--- config.mk ---
export PLATFORM = sky130hd
export DESIGN_NAME = nt_neurotransmitter_bank
export DESIGN_NICKNAME = d
export VERILOG_FILES = /design/src/rtl/nt_pkg.sv /design/src/rtl/nt_level_channel.sv /design/src/rtl/nt_neurotransmitter_bank.sv
export SDC_FILE = /design/constraint.sdc
export NUM_CORES = 1
export LEC_CHECK = 0
export BUFFER_PORTS_ARGS = -buffer_cell sky130_fd_sc_hd__buf_4
export CAP_MARGIN = 20
export CORE_MARGIN = 3
export CORE_UTILIZATION = 25
export DETAILED_ROUTE_END_ITERATION = 16
export MAX_ROUTING_LAYER = met4
export PLACE_DENSITY = 0.43
export SKIP_LAST_GASP = 1
export SYNTH_ARGS = -nofsm -noshare
export SYNTH_HDL_FRONTEND = slang
export SYNTH_SLANG_ARGS = --single-unit
--- constraint.sdc ---
create_clock -name clk -period 3.38 [get_ports clk]
set_input_delay 0.169 -clock clk [delete_from_list [all_inputs] [get_ports clk]]
set_output_delay 0.169 -clock clk [all_outputs]
set_load 0.005 [all_outputs]
--- src/rtl/nt_pkg.sv ---
// nt_pkg: types, constants and arithmetic helpers shared by the nt_ blocks.
//
// Contents:
//   NT_CMD_HOLD/INC/DEC : command codes formed as {dec, inc}. The code 2'b11 is
//                         also a hold, but it still counts as a command.
//   nt_ptr_w(ch)        : width of a round-robin pointer over ch channels.
//   nt_sat_step(...)    : saturating add/sub on a level of up to 32 bits.
//   nt_sat_clamped(...) : reports whether nt_sat_step would clamp.
package nt_pkg;

    localparam logic [1:0] NT_CMD_HOLD = 2'b00;
    localparam logic [1:0] NT_CMD_INC  = 2'b01;
    localparam logic [1:0] NT_CMD_DEC  = 2'b10;

    function automatic int nt_ptr_w(input int ch);
        return (ch > 1) ? $clog2(ch) : 1;
    endfunction

    // The arithmetic uses one extra bit. A result above max_val saturates high.
    // A borrow out of the subtract means the result went below zero, so it
    // saturates to 0.
    function automatic logic [31:0] nt_sat_step(input logic [31:0] cur,
                                                input logic [31:0] step,
                                                input logic [31:0] max_val,
                                                input logic        up);
        logic [32:0] wide;
        if (up) begin
            wide = {1'b0, cur} + {1'b0, step};
            return (wide > {1'b0, max_val}) ? max_val : wide[31:0];
        end
        wide = {1'b0, cur} - {1'b0, step};
        return wide[32] ? 32'd0 : wide[31:0];
    endfunction

    function automatic logic nt_sat_clamped(input logic [31:0] cur,
                                            input logic [31:0] step,
                                            input logic [31:0] max_val,
                                            input logic        up);
        logic [32:0] wide;
        if (up) begin
            wide = {1'b0, cur} + {1'b0, step};
            return wide > {1'b0, max_val};
        end
        wide = {1'b0, cur} - {1'b0, step};
        return wide[32];
    endfunction

endpackage

--- src/rtl/nt_level_channel.sv ---
// nt_level_channel: one saturating level register. It handles command decode,
// saturation, and the single decay step toward the resting level.
//
// Ports:
//   clk, rst_n  : clock and asynchronous active-low reset
//   inc_i/dec_i : increment / decrement requests ({1,1} holds)
//   fast_i      : use FAST_STEP instead of 1
//   setval_i    : load SET_VAL; has priority over inc/dec
//   decay_i     : this channel is served by the current decay tick
//   level_o     : registered level
//   sat_o       : one-cycle clamp pulse when NT_SAT_FLAGS_EN is defined, else 0
module nt_level_channel
    import nt_pkg::*;
#(
    parameter int N           = 8,
    parameter int DEFAULT_VAL = 2,
    parameter int SET_VAL     = 0,
    parameter int FAST_STEP   = 3
) (
    input  logic         clk,
    input  logic         rst_n,
    input  logic         inc_i,
    input  logic         dec_i,
    input  logic         fast_i,
    input  logic         setval_i,
    input  logic         decay_i,
    output logic [N-1:0] level_o,
    output logic         sat_o
);

    localparam logic [N-1:0] DEF  = N'(DEFAULT_VAL);
    localparam logic [N-1:0] SETV = N'(SET_VAL);
    localparam logic [31:0]  MAXV = 32'({N{1'b1}});

    logic [N-1:0] level_q, level_d;
    logic [1:0]   cmd;
    logic [31:0]  step;

    assign cmd  = {dec_i, inc_i};
    assign step = fast_i ? 32'(FAST_STEP) : 32'd1;

    // Decay applies only when the channel is completely idle. The code {1,1}
    // counts as a command, so it also blocks decay.
    always_comb begin
        level_d = level_q;
        if (setval_i) begin
            level_d = SETV;
        end else if (cmd == NT_CMD_INC || cmd == NT_CMD_DEC) begin
            level_d = N'(nt_sat_step(32'(level_q), step, MAXV, cmd == NT_CMD_INC));
        end else if (cmd == NT_CMD_HOLD && decay_i) begin
            if (level_q > DEF) begin
                level_d = level_q - N'(1);
            end else if (level_q < DEF) begin
                level_d = level_q + N'(1);
            end
        end
    end

    always_ff @(posedge clk or negedge rst_n) begin
        if (!rst_n) begin
            level_q <= DEF;
        end else begin
            level_q <= level_d;
        end
    end

    assign level_o = level_q;

`ifdef NT_SAT_FLAGS_EN
    logic sat_q, sat_d;

    assign sat_d = !setval_i && (cmd == NT_CMD_INC || cmd == NT_CMD_DEC) &&
                   nt_sat_clamped(32'(level_q), step, MAXV, cmd == NT_CMD_INC);

    always_ff @(posedge clk or negedge rst_n) begin
        if (!rst_n) begin
            sat_q <= 1'b0;
        end else begin
            sat_q <= sat_d;
        end
    end

    assign sat_o = sat_q;
`else
    assign sat_o = 1'b0;
`endif

endmodule

--- src/rtl/nt_neurotransmitter_bank.sv ---
// nt_neurotransmitter_bank: CH independent saturating N-bit levels.
// A homeostatic scheduler uses round-robin order. On each decay tick it moves
// one channel one step back toward DEFAULT_VAL.
//
// Ports:
//   clk, rst_n                : clock and asynchronous active-low reset
//   inc, dec, fast, setval    : per-channel commands, CH bits each
//   decay_en                  : runs the prescaler; when low, the prescaler
//                               clears and the pointer freezes
//   value                     : levels; channel i is value[i*N +: N]
//   decay_ptr                 : channel served by the next decay tick
//   sat_hit                   : per-channel clamp pulses
//
// Optional feature: define NT_SAT_FLAGS_EN to build the sat_hit flag
// registers. When it is undefined, sat_hit is tied to 0.
module nt_neurotransmitter_bank
    import nt_pkg::*;
#(
    parameter int N            = 8,
    parameter int CH           = 4,
    parameter int DEFAULT_VAL  = 2,
    parameter int SET_VAL      = 0,
    parameter int FAST_STEP    = 3,
    parameter int DECAY_PERIOD = 16
) (
    input  logic                    clk,
    input  logic                    rst_n,
    input  logic [CH-1:0]           inc,
    input  logic [CH-1:0]           dec,
    input  logic [CH-1:0]           fast,
    input  logic [CH-1:0]           setval,
    input  logic                    decay_en,
    output logic [CH*N-1:0]         value,
    output logic [nt_ptr_w(CH)-1:0] decay_ptr,
    output logic [CH-1:0]           sat_hit
);

    localparam int PW = nt_ptr_w(CH);
    localparam int CW = (DECAY_PERIOD > 1) ? $clog2(DECAY_PERIOD) : 1;
    localparam logic [CW-1:0] CNT_LAST = CW'(DECAY_PERIOD - 1);
    localparam logic [PW-1:0] PTR_LAST = PW'(CH - 1);

    logic [CW-1:0] cnt_q, cnt_d;
    logic [PW-1:0] ptr_q, ptr_d;
    logic          tick;

    // When DECAY_PERIOD is 1, CNT_LAST is 0 and tick follows decay_en.
    assign tick = decay_en && (cnt_q == CNT_LAST);

    always_comb begin
        cnt_d = cnt_q + CW'(1);
        ptr_d = ptr_q;
        if (!decay_en || tick) begin
            cnt_d = '0;
        end
        if (tick) begin
            ptr_d = (ptr_q == PTR_LAST) ? '0 : ptr_q + PW'(1);
        end
    end

    always_ff @(posedge clk or negedge rst_n) begin
        if (!rst_n) begin
            cnt_q <= '0;
            ptr_q <= '0;
        end else begin
            cnt_q <= cnt_d;
            ptr_q <= ptr_d;
        end
    end

    assign decay_ptr = ptr_q;

    for (genvar i = 0; i < CH; i++) begin : g_ch
        nt_level_channel #(
            .N          (N),
            .DEFAULT_VAL(DEFAULT_VAL),
            .SET_VAL    (SET_VAL),
            .FAST_STEP  (FAST_STEP)
        ) u_ch (
            .clk     (clk),
            .rst_n   (rst_n),
            .inc_i   (inc[i]),
            .dec_i   (dec[i]),
            .fast_i  (fast[i]),
            .setval_i(setval[i]),
            .decay_i (tick && (ptr_q == PW'(i))),
            .level_o (value[i*N +: N]),
            .sat_o   (sat_hit[i])
        );
    end

endmodule
After elaboration in Yosys (flattened, before gate mapping)
Cells that the tools add are included.
{"block": "op_classes", "n_mux": 54, "bitwise": 0, "shift": 0, "eq_ne": 12, "div": 0, "mul": 0, "addsub": 18, "n_reduce_logical": 32, "n_lt_le_gt_ge": 12}
{"operator": "$mux 8", "n": 36}
{"operator": "$gt 33x8->1 const B", "n": 4}
{"operator": "$add 8x2->9", "n": 4}
{"operator": "$sub 8x2->9", "n": 4}
{"operator": "$add 8x1->8 const B", "n": 4}
{"operator": "$gt 8x2->1 const B", "n": 4}
{"operator": "$lt 8x2->1 const B", "n": 4}
{"operator": "$sub 8x1->8 const B", "n": 4}
{"operator": "$reduce_bool 4->1", "n": 4}
{"operator": "$eq 2x2->1 const B", "n": 6}
{"operator": "$mux 1", "n": 12}
{"operator": "$reduce_bool 3->1", "n": 4}
{"operator": "$eq 2x1->1 const B", "n": 5}
{"operator": "$logic_not 2->1", "n": 5}
{"operator": "$mux 2", "n": 5}
{"operator": "$logic_and 1x1->1", "n": 9}
{"operator": "$reduce_and 2->1", "n": 4}
{"operator": "$logic_or 1x1->1", "n": 5}
{"operator": "$add 4x1->4 const B", "n": 1}
{"operator": "$eq 4x4->1 const B", "n": 1}
{"operator": "$mux 4", "n": 1}
{"operator": "$add 2x1->2 const B", "n": 1}
{"operator": "$logic_not 1->1", "n": 1}
{"block": "word_totals", "out_inout_bits": 38, "elab_cells": 134, "ram_bits": 0, "latch_bits": 0, "romBits": 0, "input_bits": 19, "ff_bits": 38, "mem_count": 0}

Longest topological paths before layout
Gate-level depths: netlist (run 1).
{"block": "logic_depth", "depth_word": 8, "mapped_depth": 10, "mapped_depth_nobuf": 9}

Modules after synthesis
From an unflattened synthesis (run 1), not the netlist that was laid out.
{"block": "unflattened", "hier_cells": 724, "hier_area_um2": 5775.5}
{"mod": "nt_level_channel at g_ch[0].u_ch ...", "area_per_inst_um2": 1372.6, "cells_per_inst": 179, "n_inst": 3, "seq_area_each_um2": 201.4}
{"mod": "nt_level_channel at g_ch[2].u_ch", "area_per_inst_um2": 1305.0, "cells_per_inst": 157, "n_inst": 1, "seq_area_each_um2": 201.4}
{"mod": "nt_neurotransmitter_bank", "area_per_inst_um2": 352.8, "cells_per_inst": 30, "n_inst": 1, "seq_area_each_um2": 150.1}

Least setup slack after synthesis (run 1)
No wires, ideal clock.
{"block": "synth_path", "path_kind": "flip-flop to flip-flop", "start": "reg g_ch[3].u_ch.level_q[0]", "end": "reg g_ch[3].u_ch.level_q[6]", "path_buffers": 1, "setup_time_ps": 126, "slack_ps": 542, "path_stages_with_launch": 11, "arrival_ps": 2712, "required_time_ps": 3254, "period_less_slack_ps": 2838, "cell_sequence": "dfrtp_1 > clkbuf_1 > inv_1 > o211ai_1 > ha_1 > a21o_1 > a21oi_1 > o21ai_0 > xor2_1 > and3_1 > a221o_1"}
{"block": "synth_via", "elab_chain_cells": 7, "word_cells_on_any_way": 18, "cone_classes": "add/sub (4); order compare (3); mux (9); reduce/logical (2)"}
{"element": "from (decl)", "line_no": "nt_level_channel.sv:35", "rtl": "logic [N-1:0] level_q, level_d;"}
{"element": "from (signal assigned)", "line_no": "nt_level_channel.sv:63", "rtl": "level_q <= level_d;"}
{"element": "$add 8x2->9", "line_no": "nt_pkg.sv:28", "rtl": "wide = {1'b0, cur} + {1'b0, step};"}
{"element": "$gt 33x8->1", "line_no": "nt_pkg.sv:29", "rtl": "return (wide > {1'b0, max_val}) ? max_val : wide[31:0];"}
{"element": "$mux 8", "line_no": "nt_pkg.sv:29"}
{"element": "$mux 8", "line_no": "nt_pkg.sv:27", "rtl": "if (up) begin"}
{"element": "$mux 8", "line_no": "nt_pkg.sv:31", "rtl": "wide = {1'b0, cur} - {1'b0, step};"}
{"element": "$mux 8", "line_no": "nt_level_channel.sv:48", "rtl": "end else if (cmd == NT_CMD_INC || cmd == NT_CMD_DEC) begin"}
{"element": "$mux 8", "line_no": "nt_level_channel.sv:46", "rtl": "if (setval_i) begin"}
Several ways; a longest one is shown, not always the timed one. The select of a mux whose other input is x is not followed.
A chain may end at the register's enable or synchronous reset.

Worst setup path after layout (run 1)
{"block": "layout_path", "start": "reg g_ch[2].u_ch.level_q[1]", "end": "reg g_ch[2].u_ch.level_q[7]"}
{"block": "layout_via", "elab_chain_cells": 7, "word_cells_on_any_way": 18, "cone_classes": "add/sub (4); order compare (3); mux (9); reduce/logical (2)"}
{"element": "from (decl)", "line_no": "nt_level_channel.sv:35"}
{"element": "from (signal assigned)", "line_no": "nt_level_channel.sv:63"}
{"element": "$add 8x2->9", "line_no": "nt_pkg.sv:28"}
{"element": "$gt 33x8->1", "line_no": "nt_pkg.sv:29"}
{"element": "$mux 8", "line_no": "nt_pkg.sv:29"}
{"element": "$mux 8", "line_no": "nt_pkg.sv:27"}
{"element": "$mux 8", "line_no": "nt_pkg.sv:31"}
{"element": "$mux 8", "line_no": "nt_level_channel.sv:48"}
{"element": "$mux 8", "line_no": "nt_level_channel.sv:46"}
Several ways; a longest one is shown, not always the timed one. The select of a mux whose other input is x is not followed.

==> results.sh, run 1 <==
export IMPL_outcome="complete, no violations"
export IMPL_remaining_drc_errors=0
export IMPL_synthesis_area_sq_mm=0.00517
export IMPL_synth_fa_ha_area_share_pct=16.5
export IMPL_cts_tree="yes"
export IMPL_synth_edf_count=0
export IMPL_ff2ff_path_depth=9
export IMPL_fin_crit_sh_pct=90.7
export IMPL_postCtsSetupRepairBufs=0
export IMPL_synth_xor_area_share_pct=7.80
export IMPL_grt_pass1_vias=5159
export IMPL_ant_nets=0
export IMPL_numCtsBuffers=5
export IMPL_die_h_um=150
export IMPL_syn_avg_cell_area_sq_um=8.03
export IMPL_final_cell_mix="buf_4, nand2_1, ha_1"
export IMPL_synth_simple_gate_area_share_pct=20.8
export IMPL_worstPathRequired_ns=3.56
export IMPL_min_path_cells=2
export IMPL_r2r_setup_slack_ns=0.31
export IMPL_final_cells=970
export IMPL_hpwlAfterDp_um=12400
export IMPL_hold_viol=0
export IMPL_firstDrtPassIters=5
export IMPL_r2r_start="g_ch[2].u_ch.level_o[1]$_DFFE_PN1P_"
export IMPL_nNetsFinal=785
export IMPL_worst_slew_pin_slew_ns=0.773
export IMPL_placedCellCount=962
export IMPL_layout_commonest_cell="buf_4"
export IMPL_start_util_pct=25.9
export IMPL_cts_sinks=38
export IMPL_root_buffer="clkbuf_16"
export IMPL_ys_flop_type="dfrtp_1"
export IMPL_startpoint_type="flip-flop"
export IMPL_synth_compound_area_share_pct=27.6
export IMPL_synthMuxAreaShare_pct=1.99
export IMPL_synth_cell_type_count=83
export IMPL_finalSetupViolations=0
export IMPL_peakVddDrop_mv=0.509
export IMPL_arrival_ns=3.24
export IMPL_drtIter0Drc=381
export IMPL_ys_async_sr_fraction_pct=100
export IMPL_io_buffer_count=52
export IMPL_clk_pin_slew_ns=0.06
export IMPL_synth_top_family_by_area="compound AO/OA/AOI/OAI gates"
export IMPL_fin_skew_ns=0.00621
export IMPL_drv_cap=0
export IMPL_cellLeakagePower_nw=2.66
export IMPL_clk_latency_ns=0.28
export IMPL_cp_end_kind="flip-flop"
export IMPL_dpl_worst_slack_ns=0.331
export IMPL_clock_fmax_mhz=326
export IMPL_yosys_warnings=0
export IMPL_clockBufferDepth=2
export IMPL_worstSetupEndpoint="g_ch[2].u_ch.level_o[7]$_DFFE_PN0P_"
export IMPL_antenna_found_initial=0
export IMPL_hold_path_class="in2reg"
export IMPL_relSlewSlack_pct=48.3
export IMPL_grt_max_degree=39
export IMPL_layout_setup_ws_ns=0.314
export IMPL_gp_congestion=0.855
export IMPL_setup_tns_ns=0
export IMPL_power_density_mw_per_mm2=865
export IMPL_seq_area_frac_synth_pct=18.5
export IMPL_routed_via_density=5.40
export IMPL_rsz0062_at_grt="no"
export IMPL_grt_use_total_pct=15.0
export IMPL_htree_levels=2
export IMPL_synth_cells=643
export IMPL_wl_per_cell_um=16.9
export IMPL_die_area_sq_mm=0.0224
export IMPL_slew_viol_final=0
export IMPL_area_growth_pct=18.5
export IMPL_grt_pass1_wl_um=26900
export IMPL_power_total_mw=5.30
export IMPL_diodes=0
export IMPL_r2r_end="g_ch[2].u_ch.level_o[7]$_DFFE_PN0P_"
export IMPL_min_period_ns=3.07
export IMPL_critPathKind="reg2reg"
export IMPL_io_pins=57
export IMPL_drive_gt1_share_pct=17.2
export IMPL_rows=51
export IMPL_ctsResizeCount=0
export IMPL_critPathMaxFanout=9
export IMPL_startpoint="g_ch[2].u_ch.level_o[1]$_DFFE_PN1P_"
export IMPL_vias=5238
export IMPL_core_area_sq_mm=0.0199
export IMPL_die_w_um=150
export IMPL_grt_overflow_total=0
export IMPL_ys_seq_elements=38
export IMPL_wl_um=16400
worst max-delay path: stages (launching register included):
cell	delay, ns
dfstp_2	0.62
inv_1	0.12
o211ai_1	0.63
ha_1	0.42
o21a_1	0.21
o21a_1	0.17
o22ai_1	0.23
mux2i_1	0.24
a21oi_1	0.09
o32ai_1	0.24
stage by stage:
step,instance area [sq um],utilization (%),hold WS (ns)
after CTS,6120,30.8,0.0911
final,6120,30.8,0.0988
after detailed placement,5980,30.0,0.211
after floorplan,5180,-,-0.127
after global placement,5980,30.0,0.217
after global routing,6120,30.8,0.0994
sequential cells by signal, summed over array words and instances, names as in the netlist:
register / count
cnt_q: 4
decay_ptr: 2
g_ch.u_ch.level_o: 32
worst min-delay path by stage:
stage	from	end	slack [ns]
after floorplan	rst_n	cnt_q[0]$_DFF_PN0_	-0.13
after global placement	rst_n	g_ch[2].u_ch.level_o[5]$_DFFE_PN0P_	0.22
after detailed placement	rst_n	g_ch[2].u_ch.level_o[7]$_DFFE_PN0P_	0.21
after CTS	setval[0]	g_ch[0].u_ch.level_o[0]$_DFFE_PN0P_	0.09
after global routing	setval[0]	g_ch[0].u_ch.level_o[3]$_DFFE_PN0P_	0.1
final	setval[0]	g_ch[0].u_ch.level_o[3]$_DFFE_PN0P_	0.1
cell usage after synthesis, types with 8 or more instances:
cell type	count	area share (%)
nor2b_1	12	1.5
xnor2_1	29	4.9
a211oi_1	10	1.5
inv_1	41	3.0
a21o_1	15	2.2
clkbuf_1	14	1.0
nand3_1	15	1.5
nor3_1	23	2.2
dfrtp_1	34	16
o211ai_1	9	1.3
fa_1	12	4.7
buf_2	15	1.5
ha_1	49	12
mux2i_1	8	1.6
a21oi_1	45	4.4
nor2_1	40	2.9
xor2_1	17	2.9
o21ai_0	42	4.1
nand2_1	51	3.7
metal layers:
metal / GRT usage (%) / part of all wire (%)
met1: 20.7 / 47
met2: 23.6 / 46
met3: 2.09 / 5.9
met4: 2.88 / 1.2
met5: - / 0
power by group:
part | leakage (nW) | internal, mW | switching, mW
Clock | 0.0640 | 0.271 | 0.203
Combinational | 2.11 | 1.80 | 2.28
Sequential | 0.492 | 0.591 | 0.156
Total | 2.66 | 2.66 | 2.64
repair_timing:
item	CTS	global route
hold endpoints to repair	34	0
hold buffers	1	0
setup endpoints to repair	0	0
cell families after synthesis:
logic type,after synthesis
and+or+nand+nor,200
other,1
xor gates and xnor gates,46
muxes,10
buffers and inverters,80
AOI/OAI and AO/OA,207
DFF,38
adders and majority gates,61
final cells by class:
type	instances	area (sq um)
tap	265	332
sequential	38	956
clock buffer	7	133
multi-input combinational	528	3870
inverter	43	161
fill	2110	13800
timing repair buffer	89	671
Power figures use the tool's default switching activity.
==> run 2: changes to the inputs <==
--- a/config.mk
+++ b/config.mk
@@ -7,7 +7,7 @@
 export LEC_CHECK = 0
 export BUFFER_PORTS_ARGS = -buffer_cell sky130_fd_sc_hd__buf_4
 export CAP_MARGIN = 20
-export CORE_MARGIN = 3
+export CORE_MARGIN = 2
 export CORE_UTILIZATION = 25
 export DETAILED_ROUTE_END_ITERATION = 16
 export MAX_ROUTING_LAYER = met4
==> run 2 against run 1 <==
Global-route usage grew 0.32 points. Critical endpoint is now g_ch[0].u_ch.level_o[7]$_DFFE_PN0P_. Sequential power grew 0.5%. Clock skew shrank 0.0014 ns. Highest routed layer unchanged. Largest power group unchanged.
==> results.sh, run 2 (synthesis results as in run 1) <==
export IMPL_outcome="complete, no violations"
export IMPL_io_pins=57
export IMPL_worst_slew_pin_slew_ns=0.718
export IMPL_arrival_ns=3.12
export IMPL_cp_end_kind="flip-flop"
export IMPL_layout_setup_ws_ns=0.460
export IMPL_gp_congestion=0.858
export IMPL_rsz0062_at_grt="no"
export IMPL_clockBufferDepth=2
export IMPL_worstPathRequired_ns=3.58
export IMPL_remaining_drc_errors=0
export IMPL_layout_commonest_cell="buf_4"
export IMPL_wl_um=16000
export IMPL_cts_sinks=38
export IMPL_worstSetupEndpoint="g_ch[0].u_ch.level_o[7]$_DFFE_PN0P_"
export IMPL_hold_viol=0
export IMPL_finalSetupViolations=0
export IMPL_clock_fmax_mhz=342
export IMPL_wl_per_cell_um=16.4
export IMPL_fin_crit_sh_pct=86.4
export IMPL_ant_nets=0
export IMPL_critPathMaxFanout=7
export IMPL_die_w_um=148
export IMPL_antenna_found_initial=0
export IMPL_firstDrtPassIters=5
export IMPL_hold_path_class="in2reg"
export IMPL_final_area_sq_mm=0.00616
export IMPL_clk_pin_slew_ns=0.06
export IMPL_fill_cells=2134
export IMPL_startpoint_type="flip-flop"
export IMPL_fin_skew_ns=0.00484
export IMPL_vias=5182
export IMPL_cp_slowest_cell="a2111oi_0"
export IMPL_cp_cell_sequence="nor4_4, nand3_1, ha_1, a21oi_1, o21ai_0, a2111oi_0, o21a_1, o21ai_0, a22oi_1"
export IMPL_cellLeakagePower_nw=2.68
export IMPL_cts_tree="yes"
export IMPL_drv_cap=0
export IMPL_die_h_um=148
export IMPL_setup_tns_ns=0
export IMPL_regArea_sq_um=956
export IMPL_final_cell_mix="buf_4, nand2_1, ha_1"
export IMPL_die_area_sq_mm=0.0218
export IMPL_dpl_worst_slack_ns=0.226
export IMPL_slowest_delay_ns=0.60
export IMPL_grt_pass1_wl_um=26600
export IMPL_nNetsFinal=786
export IMPL_min_period_ns=2.92
export IMPL_r2r_setup_slack_ns=0.46
export IMPL_startpoint="g_ch[0].u_ch.level_o[7]$_DFFE_PN0P_"
export IMPL_fin_util_pct=30.4
export IMPL_r2r_end="g_ch[0].u_ch.level_o[7]$_DFFE_PN0P_"
export IMPL_grt_max_degree=39
export IMPL_hpwlAfterDp_um=12200
export IMPL_multiInputGateArea_sq_mm=0.00387
export IMPL_critPathKind="reg2reg"
export IMPL_slew_viol_final=0
export IMPL_clk_latency_ns=0.29
export IMPL_grt_pass1_vias=5074
export IMPL_peakVddDrop_mv=0.467
export IMPL_place_area_sq_mm=0.00598
export IMPL_io_buffer_count=52
export IMPL_r2r_start="g_ch[0].u_ch.level_o[7]$_DFFE_PN0P_"
export IMPL_drtIter0Drc=413
export IMPL_start_util_pct=25.5
export IMPL_numCtsBuffers=5
export IMPL_htree_levels=2
export IMPL_area_growth_pct=19.2
export IMPL_largest_reg_flops=32
export IMPL_cpMostUsedCell="o21ai_0"
export IMPL_grt_overflow_total=0
export IMPL_ff2ff_path_depth=9
export IMPL_core_area_sq_mm=0.0202
export IMPL_power_density_mw_per_mm2=871
export IMPL_power_total_mw=5.36
export IMPL_diodes=0
export IMPL_rows=52
export IMPL_routed_via_density=5.30
export IMPL_drive_gt1_share_pct=17.7
export IMPL_root_buffer="clkbuf_16"
export IMPL_grt_use_total_pct=15.3
export IMPL_relSlewSlack_pct=51.5
-- run 2: stage by stage --
stage / hold slack (ns) / instances
CTS: 0.0944 / 975
floorplan: -0.127 / 646
detailed placement: 0.197 / 966
finish: 0.103 / 977
global route: 0.0999 / 977
global placement: 0.192 / 966
-- run 2: layer usage --
metal | routed length [um] | track usage [%] | up-vias
met5 | 0 | - | -
met4 | 164 | 2.98 | 0
met3 | 687 | 2.28 | 15
met2 | 7630 | 24.8 | 146
met1 | 7520 | 20.4 | 2529
li1 | - | - | 2492
-- run 2: power by group --
| group | leakage, nW | switching (mW) | internal (mW) |
|---|---|---|---|
| Combinational | 2.11 | 2.28 | 1.82 |
| Sequential | 0.492 | 0.160 | 0.591 |
| Clock | 0.0729 | 0.208 | 0.293 |
-- run 2: worst max-delay path: cells and delay by family, from the launching register on --
kind                       cells  cell delay (ns)
and+or+nand+nor                2             0.65
DFF                            1             0.40
AOI/OAI and AO/OA              6             1.40
adders and majority gates      1             0.38
-- run 2: area by class of cell --
type,count,area share [%]
tap,270,5.49
clock inverter,2,0.203
multi-input combinational,528,62.9
clock buffer,6,2.26
sequential,38,15.5
timing repair buffer,90,11.0
inverter,43,2.62
-- run 2: repair_timing --
| action | CTS | global route |
|---|---|---|
| hold buffers | 1 | 0 |
| endpoints found under the setup margin | 0 | 2 |
| gates resized for setup | 0 | 0 |
| endpoints found under the hold margin | 34 | 0 |
| buffers inserted | 0 | 2 |
-- run 2: worst min-delay path by stage --
stage | startpoint | endpoint | slack (ns) | depth (start not counted)
final | setval[2] | g_ch[2].u_ch.level_o[6]$_DFFE_PN0P_ | 0.10 | 2
after floorplan | rst_n | cnt_q[0]$_DFF_PN0_ | -0.13 | 0
after detailed placement | rst_n | g_ch[2].u_ch.level_o[7]$_DFFE_PN0P_ | 0.20 | 1
after global placement | rst_n | g_ch[2].u_ch.level_o[7]$_DFFE_PN0P_ | 0.19 | 1
after CTS | setval[2] | g_ch[2].u_ch.level_o[6]$_DFFE_PN0P_ | 0.09 | 2
after global routing | setval[0] | g_ch[0].u_ch.level_o[0]$_DFFE_PN0P_ | 0.1 | 2
